==> config.mk <==
export PLATFORM = sky130hd
export DESIGN_NAME = des_decrypt_128bit_flat
export DESIGN_NICKNAME = d
export VERILOG_FILES = /design/src/rtl/des_decrypt_128bit_if.sv /design/src/rtl/des_decrypt_128bit.sv /design/src/flat_wrapper.sv
export SDC_FILE = /design/constraint.sdc
export NUM_CORES = 1
export LEC_CHECK = 0
export CAP_MARGIN = 20
export CORE_MARGIN = 2
export CORE_UTILIZATION = 46
export DETAILED_ROUTE_END_ITERATION = 12
export GPL_TIMING_DRIVEN = 1
export PLACE_DENSITY = 0.82
export SLEW_MARGIN = 20
export SYNTH_ARGS = -nofsm -noshare
export SYNTH_HDL_FRONTEND = slang
export SYNTH_SLANG_ARGS = --single-unit
export TNS_END_PERCENT = 100
==> constraint.sdc <==
create_clock -name Clk -period 3.1 [get_ports Clk]
set_input_delay 0.62 -clock Clk [delete_from_list [all_inputs] [get_ports Clk]]
set_output_delay 0.62 -clock Clk [all_outputs]
set_load 0.01 [all_outputs]
==> src/rtl/des_decrypt_128bit_if.sv <==
`default_nettype none
// +--------------------------------------------------------------------------+
// | des_decrypt_128bit_if : request/response bundle for the 128-bit DES       |
// |                         decryptor (two 64-bit lanes).                     |
// | Revision: 1.0                                                             |
// +--------------------------------------------------------------------------+
interface des_decrypt_128bit_if #(
    parameter int CNT_W = 5
);
    logic               Start;
    logic [127:0]       Cirphertext_in;
    logic [127:0]       Key_in;
    logic [127:0]       Plaintext_out;
    logic               Busy;
    logic               Done;
    logic [CNT_W-1:0]   Counter_machine;

    modport master (
        output Start, Cirphertext_in, Key_in,
        input  Plaintext_out, Busy, Done, Counter_machine
    );

    modport slave (
        input  Start, Cirphertext_in, Key_in,
        output Plaintext_out, Busy, Done, Counter_machine
    );
endinterface
`default_nettype wire

==> src/rtl/des_decrypt_128bit.sv <==
`default_nettype none
// +--------------------------------------------------------------------------+
// | des_decrypt_128bit : iterative dual-lane DES decryptor, one round per     |
// |                      clock per lane, plaintext returned with a Done pulse.|
// | Revision: 1.0                                                             |
// +--------------------------------------------------------------------------+
module des_decrypt_128bit #(
    parameter int ROUNDS = 16,
    parameter int CNT_W  = 5
) (
    input wire                   Clk,
    input wire                   Reset,
    des_decrypt_128bit_if.slave  bus
);
    localparam logic [1:0] S_IDLE  = 2'd0;
    localparam logic [1:0] S_ROUND = 2'd1;
    localparam logic [1:0] S_FINAL = 2'd2;

    localparam int IP_T [64] = '{58,50,42,34,26,18,10,2, 60,52,44,36,28,20,12,4,
                                 62,54,46,38,30,22,14,6, 64,56,48,40,32,24,16,8,
                                 57,49,41,33,25,17,9,1,  59,51,43,35,27,19,11,3,
                                 61,53,45,37,29,21,13,5, 63,55,47,39,31,23,15,7};
    localparam int FP_T [64] = '{40,8,48,16,56,24,64,32, 39,7,47,15,55,23,63,31,
                                 38,6,46,14,54,22,62,30, 37,5,45,13,53,21,61,29,
                                 36,4,44,12,52,20,60,28, 35,3,43,11,51,19,59,27,
                                 34,2,42,10,50,18,58,26, 33,1,41,9,49,17,57,25};
    localparam int P_T [32]  = '{16,7,20,21,29,12,28,17, 1,15,23,26,5,18,31,10,
                                 2,8,24,14,32,27,3,9,    19,13,30,6,22,11,4,25};
    localparam int PC1_T [56] = '{57,49,41,33,25,17,9, 1,58,50,42,34,26,18,
                                  10,2,59,51,43,35,27,  19,11,3,60,52,44,36,
                                  63,55,47,39,31,23,15, 7,62,54,46,38,30,22,
                                  14,6,61,53,45,37,29,  21,13,5,28,20,12,4};
    localparam int PC2_T [48] = '{14,17,11,24,1,5, 3,28,15,6,21,10, 23,19,12,4,26,8, 16,7,27,20,13,2,
                                  41,52,31,37,47,55, 30,40,51,45,33,48, 44,49,39,56,34,53, 46,42,50,36,29,32};
    localparam int SBOX [8][64] = '{
        '{14,4,13,1,2,15,11,8,3,10,6,12,5,9,0,7,   0,15,7,4,14,2,13,1,10,6,12,11,9,5,3,8,
          4,1,14,8,13,6,2,11,15,12,9,7,3,10,5,0,   15,12,8,2,4,9,1,7,5,11,3,14,10,0,6,13},
        '{15,1,8,14,6,11,3,4,9,7,2,13,12,0,5,10,   3,13,4,7,15,2,8,14,12,0,1,10,6,9,11,5,
          0,14,7,11,10,4,13,1,5,8,12,6,9,3,2,15,   13,8,10,1,3,15,4,2,11,6,7,12,0,5,14,9},
        '{10,0,9,14,6,3,15,5,1,13,12,7,11,4,2,8,   13,7,0,9,3,4,6,10,2,8,5,14,12,11,15,1,
          13,6,4,9,8,15,3,0,11,1,2,12,5,10,14,7,   1,10,13,0,6,9,8,7,4,15,14,3,11,5,2,12},
        '{7,13,14,3,0,6,9,10,1,2,8,5,11,12,4,15,   13,8,11,5,6,15,0,3,4,7,2,12,1,10,14,9,
          10,6,9,0,12,11,7,13,15,1,3,14,5,2,8,4,   3,15,0,6,10,1,13,8,9,4,5,11,12,7,2,14},
        '{2,12,4,1,7,10,11,6,8,5,3,15,13,0,14,9,   14,11,2,12,4,7,13,1,5,0,15,10,3,9,8,6,
          4,2,1,11,10,13,7,8,15,9,12,5,6,3,0,14,   11,8,12,7,1,14,2,13,6,15,0,9,10,4,5,3},
        '{12,1,10,15,9,2,6,8,0,13,3,4,14,7,5,11,   10,15,4,2,7,12,9,5,6,1,13,14,0,11,3,8,
          9,14,15,5,2,8,12,3,7,0,4,10,1,13,11,6,   4,3,2,12,9,5,15,10,11,14,1,7,6,0,8,13},
        '{4,11,2,14,15,0,8,13,3,12,9,7,5,10,6,1,   13,0,11,7,4,9,1,10,14,3,5,12,2,15,8,6,
          1,4,11,13,12,3,7,14,10,15,6,8,0,5,9,2,   6,11,13,8,1,4,10,7,9,5,0,15,14,2,3,12},
        '{13,2,8,4,6,15,11,1,10,9,3,14,5,0,12,7,   1,15,13,8,10,3,7,4,12,5,6,11,0,14,9,2,
          7,11,4,1,9,12,14,2,0,6,10,13,15,3,5,8,   2,1,14,7,4,10,8,13,15,12,9,0,3,5,6,11}};

    // Tables use FIPS bit numbering: position 1 is the MSB of the input word.
    function automatic logic [63:0] ip_perm(input logic [63:0] x);
        logic [63:0] y;
        y = '0;
        for (int i = 0; i < 64; i++) y[6'(63 - i)] = x[6'(64 - IP_T[i])];
        return y;
    endfunction

    function automatic logic [63:0] fp_perm(input logic [63:0] x);
        logic [63:0] y;
        y = '0;
        for (int i = 0; i < 64; i++) y[6'(63 - i)] = x[6'(64 - FP_T[i])];
        return y;
    endfunction

    function automatic logic [55:0] pc1_perm(input logic [63:0] k);
        logic [55:0] y;
        y = '0;
        for (int i = 0; i < 56; i++) y[6'(55 - i)] = k[6'(64 - PC1_T[i])];
        return y;
    endfunction

    function automatic logic [47:0] pc2_perm(input logic [55:0] cd);
        logic [47:0] y;
        y = '0;
        for (int i = 0; i < 48; i++) y[6'(47 - i)] = cd[6'(56 - PC2_T[i])];
        return y;
    endfunction

    function automatic logic [31:0] f_func(input logic [31:0] r, input logic [47:0] k);
        logic [47:0] x;
        logic [31:0] s;
        logic [31:0] y;
        logic [5:0]  b;
        int          e;
        int          sval;
        x = '0;
        s = '0;
        y = '0;
        // E expansion: each 6-bit group g takes input bits 4g..4g+5 (1-based), wrapping mod 32
        for (int i = 0; i < 48; i++) begin
            e = (4 * (i / 6) + (i % 6) + 31) % 32;
            x[6'(47 - i)] = r[5'(31 - e)];
        end
        x = x ^ k;
        for (int g = 0; g < 8; g++) begin
            b    = x[6'(47 - 6 * g) -: 6];
            sval = SBOX[g][int'({b[5], b[0], b[4:1]})];
            s[5'(31 - 4 * g) -: 4] = sval[3:0];
        end
        for (int i = 0; i < 32; i++) y[5'(31 - i)] = s[5'(32 - P_T[i])];
        return y;
    endfunction

    logic [1:0]       state_q, state_d;
    logic [CNT_W-1:0] cnt_q, cnt_d;
    logic             busy_q, busy_d;
    logic             done_q, done_d;
    logic [127:0]     pt_q, pt_d;
    logic [31:0]      l_q [2];
    logic [31:0]      l_d [2];
    logic [31:0]      r_q [2];
    logic [31:0]      r_d [2];
    logic [27:0]      c_q [2];
    logic [27:0]      c_d [2];
    logic [27:0]      d_q [2];
    logic [27:0]      d_d [2];

    logic [63:0]      w_ip [2];
    logic [55:0]      w_cd [2];
    logic [31:0]      w_f  [2];
    logic [63:0]      w_fp [2];
    logic             w_rot1;

    // Lane 1 = bits [127:64], lane 0 = bits [63:0]
    for (genvar ln = 0; ln < 2; ln++) begin : g_lane
        assign w_ip[ln] = ip_perm(bus.Cirphertext_in[64*ln +: 64]);
        assign w_cd[ln] = pc1_perm(bus.Key_in[64*ln +: 64]);
        assign w_f[ln]  = f_func(r_q[ln], pc2_perm({c_q[ln], d_q[ln]}));
        assign w_fp[ln] = fp_perm({r_q[ln], l_q[ln]});
    end

    // Reverse key schedule: single-step right rotations mirror encryption rounds 16, 9, 2, 1
    assign w_rot1 = (cnt_q == CNT_W'(1))  || (cnt_q == CNT_W'(8)) ||
                    (cnt_q == CNT_W'(15)) || (cnt_q == CNT_W'(16));

    always_comb begin
        state_d = state_q;
        cnt_d   = cnt_q;
        busy_d  = busy_q;
        done_d  = 1'b0;
        pt_d    = pt_q;
        l_d     = l_q;
        r_d     = r_q;
        c_d     = c_q;
        d_d     = d_q;
        case (state_q)
            S_IDLE: begin
                if (bus.Start) begin
                    for (int ln = 0; ln < 2; ln++) begin
                        l_d[ln] = w_ip[ln][63:32];
                        r_d[ln] = w_ip[ln][31:0];
                        c_d[ln] = w_cd[ln][55:28];
                        d_d[ln] = w_cd[ln][27:0];
                    end
                    cnt_d   = CNT_W'(1);
                    busy_d  = 1'b1;
                    state_d = S_ROUND;
                end
            end
            S_ROUND: begin
                for (int ln = 0; ln < 2; ln++) begin
                    l_d[ln] = r_q[ln];
                    r_d[ln] = l_q[ln] ^ w_f[ln];
                    c_d[ln] = w_rot1 ? {c_q[ln][0], c_q[ln][27:1]} : {c_q[ln][1:0], c_q[ln][27:2]};
                    d_d[ln] = w_rot1 ? {d_q[ln][0], d_q[ln][27:1]} : {d_q[ln][1:0], d_q[ln][27:2]};
                end
                cnt_d = cnt_q + CNT_W'(1);
                if (cnt_q == CNT_W'(ROUNDS)) state_d = S_FINAL;
            end
            S_FINAL: begin
                pt_d    = {w_fp[1], w_fp[0]};
                done_d  = 1'b1;
                busy_d  = 1'b0;
                cnt_d   = '0;
                state_d = S_IDLE;
            end
            default: begin
                state_d = S_IDLE;
                cnt_d   = '0;
                busy_d  = 1'b0;
            end
        endcase
    end

    always_ff @(posedge Clk or negedge Reset) begin
        if (!Reset) begin
            state_q <= S_IDLE;
            cnt_q   <= '0;
            busy_q  <= 1'b0;
            done_q  <= 1'b0;
            pt_q    <= '0;
            l_q     <= '{default: '0};
            r_q     <= '{default: '0};
            c_q     <= '{default: '0};
            d_q     <= '{default: '0};
        end else begin
            state_q <= state_d;
            cnt_q   <= cnt_d;
            busy_q  <= busy_d;
            done_q  <= done_d;
            pt_q    <= pt_d;
            l_q     <= l_d;
            r_q     <= r_d;
            c_q     <= c_d;
            d_q     <= d_d;
        end
    end

    assign bus.Plaintext_out   = pt_q;
    assign bus.Busy            = busy_q;
    assign bus.Done            = done_q;
    assign bus.Counter_machine = cnt_q;
endmodule
`default_nettype wire
==> src/flat_wrapper.sv <==
// flat-port wrapper written by rule: the top's interface ports become plain ports
module des_decrypt_128bit_flat 
#(
    parameter int ROUNDS = 16,
    parameter int CNT_W  = 5
)
  (Clk, Reset, bus_Start, bus_Cirphertext_in, bus_Key_in, bus_Plaintext_out, bus_Busy, bus_Done, bus_Counter_machine);
  des_decrypt_128bit_if #(.CNT_W(CNT_W)) bus_i ();
  input wire Clk;
  input wire Reset;
  input wire logic [$bits(bus_i.Start)-1:0] bus_Start;
  input wire logic [$bits(bus_i.Cirphertext_in)-1:0] bus_Cirphertext_in;
  input wire logic [$bits(bus_i.Key_in)-1:0] bus_Key_in;
  output wire logic [$bits(bus_i.Plaintext_out)-1:0] bus_Plaintext_out;
  output wire logic [$bits(bus_i.Busy)-1:0] bus_Busy;
  output wire logic [$bits(bus_i.Done)-1:0] bus_Done;
  output wire logic [$bits(bus_i.Counter_machine)-1:0] bus_Counter_machine;
  assign bus_i.Start = bus_Start;
  assign bus_i.Cirphertext_in = bus_Cirphertext_in;
  assign bus_i.Key_in = bus_Key_in;
  assign bus_Plaintext_out = bus_i.Plaintext_out;
  assign bus_Busy = bus_i.Busy;
  assign bus_Done = bus_i.Done;
  assign bus_Counter_machine = bus_i.Counter_machine;
  des_decrypt_128bit #(.ROUNDS(ROUNDS), .CNT_W(CNT_W)) u_core (.Clk(Clk), .Reset(Reset), .bus(bus_i));
endmodule
==> flow_summary.toml <==
[clock_network]
cts_root_buffer = "clkbuf_16"
cts_buffer_depth = 2
clock_sinks = 177
numCtsBuffers = 17
post_cts_buffers = 0
tritoncts = "yes"
cts_hold_buf = 0
cts_resized = 0
htreeDepth = 4
clock_latency_ns = 0.44
path_clk_slew_ns = 0.07

[yosys]
synth-seq-cells = 177
synth_ff_type = "dfrtp_1"
postSynth.asyncResetShare = 1.00
synth_cells = 1085
avgSynthCellArea_sq_um = 9.93
synth_edf_count = 0
ys_types = 62
yosys_warnings = 0
synth_area_sq_um = 10800
ys_seq_area_frac = 0.411

[sta]
fmax_mhz = 379
relSlewSlack = 0.553
fin_worst_skew_ns = 0.0104
fin_crit_ns = 2.64
setup_viol = 0
finalCritPeriodShare = 0.850
rsz0062_at_grt = "false"
final_hold_viol_count = 0
tightest_slew_ns = 0.668
holdWs_ns = 0.0864
slew_violations = 0
tns_ns = 0

[pwr]
p_leak_nw = 5.52
ir_drop_v = 0.000520
p_per_area_nw_per_um2 = 1190

[finish]
fin_area_sq_um = 12400
layout_common_cells = "dfrtp_1 (177), conb_1 (96), clkdlybuf4s50_1 (96)"
drive_above_1_share = 0.101
final_common_cell = "dfrtp_1"
nFillCells = 2027
diodes = 0
nets = 1462
final_cells = 1487
syn_to_final_growth_pct = 15.4

[global_route]
grt_pass1_vias = 8016
overflow = 0
grt_pass1_wl_um = 42400
antenna_found_initial = 0
grt_max_degree = 69
track_usage = 0.217

[critical_path]
startpoint = "u_core.r_q[4]"
path_class = "flop to flop"
endpoint_kind = "flop"
r2r_setup_slack_ns = 0.46
crit_chain = "xnor2_1, inv_1, ha_1, mux2i_1, a22oi_1, and4_1, o41a_1, o31ai_1"
cp.arrival_ns = 2.98
cp-start-kind = "flop"
slowest_delay_ns = 0.57
r2r-start = "u_core.r_q[4]"
crit_fanout = 7
slowest_stage = "xnor2_1"
r2r_end = "u_core.r_q[0]"
reg2regPathDepth = 8
cp_data_required_time_ns = 3.44

[drt]
wirelength_um = 26400
drt_iter0_markers = 722
routedWlPerCell_um = 17.8
via_per_inst = 5.60
dr.pass1.iters = 6
ant_nets = 0
drcViolationCount = 0
num_vias = 8323

[placement]
numPortBuffers = 97
dpl.hpwl_um = 18000
dpl.cell_count = 1455
gp_congestion = 0.879
place_area_sq_um = 11800

[floorplanning]
start_util = 0.472
fp.dieH_um = 157
core_sq_um = 22800
die_area_sq_um = 24700
die_width_um = 157
io_pins = 394
rows = 55

[min_path]
hold_class = "primary input to asynchronous set/reset pin"

[flow_run]
drv_cap = 0

[status]
outcome = "finished clean"
worst max path at each step:
stage                    end  cells past startpoint
2_1_floorplan  u_core.r_q[0]                      8
3_3_place_gp   u_core.r_q[0]                      8
3_5_place_dp   u_core.r_q[0]                      8
4_1_cts        u_core.r_q[0]                      8
5_1_grt        u_core.r_q[0]                      8
6_report       u_core.r_q[0]                      8
worst max-delay path, delay by kind of cell, from the launching register on:
kind,cells,cell delay [ns]
flip-flops,1,0.51
XOR/XNOR,1,0.57
multiplexers,1,0.25
adder cells (fa/ha/maj),1,0.36
buffers and inverters,1,0.15
AND/OR/NAND/NOR,1,0.19
AO/OA/AOI/OAI,3,0.52
cell type report:
class,count,area (sq um),share of cell area
multi-input combinational,803,5610,0.452
sequential,177,4430,0.356
timing repair buffer,124,1250,0.101
clock buffer,20,457,0.0367
tap,313,392,0.0315
clock inverter,12,146,0.0118
inverter,38,143,0.0115
metal layers:
layer,GRT usage,share of wire,wire [um],up-vias
li1,-,-,-,3844
met1,0.284,0.42,11000,4111
met2,0.364,0.49,13100,327
met3,0.0399,0.069,1810,41
met4,0.0684,0.019,505,0
met5,0,0,0,-
where the power goes:
| part | internal [W] | total (W) | switching, W |
|---|---|---|---|
| clock network | 0.00125 | 0.00224 | 0.000982 |
| registers | 0.00328 | 0.00445 | 0.00116 |
| logic | 0.00374 | 0.00814 | 0.00440 |
Yosys cell counts, types with 10 or more instances:
master / instances / area, sq um
nand2_1: 93 / 349
o211ai_1: 13 / 97.6
nor3_1: 15 / 75.1
a31oi_1: 28 / 175
nand3_1: 20 / 100
a22o_1: 47 / 412
buf_1: 10 / 37.5
nor2_1: 51 / 191
o22ai_1: 25 / 156
buf_4: 97 / 728
inv_1: 36 / 135
xor2_1: 21 / 184
o22a_1: 15 / 131
a32oi_1: 12 / 105
clkbuf_1: 44 / 165
ha_1: 42 / 526
xnor2_1: 32 / 280
o21ai_0: 64 / 320
or3_1: 11 / 68.8
dfrtp_1: 177 / 4430
mux2i_1: 62 / 621
mux2_2: 34 / 383
a21oi_1: 34 / 170
sequential cells by signal, summed over array words and instances (netlist names):
signal / flops
u_core.d_q: 56
u_core.l_q: 40
u_core.r_q: 40
u_core.bus.Plaintext_out: 32
u_core.bus.Counter_machine: 5
u_core.state_q: 2
u_core.bus.Busy: 1
u_core.bus.Done: 1
cells by family after synthesis:
logic type,synth area share
flip-flops,0.411
AO/OA/AOI/OAI,0.185
multiplexers,0.104
buffers and inverters,0.105
AND/OR/NAND/NOR,0.0863
adder cells (fa/ha/maj),0.0488
other,0.000348
XOR/XNOR,0.0597
through the flow:
step	setup WS, ns	power, W	util
6_report	0.464	0.0148	0.544
5_1_grt	0.312	0.0159	0.544
4_1_cts	0.511	0.0148	0.544
3_5_place_dp	0.534	0.0125	0.518
3_3_place_gp	0.569	0.0121	0.518
2_1_floorplan	0.650	0.0103	-
(Power assumes the default switching activity.)
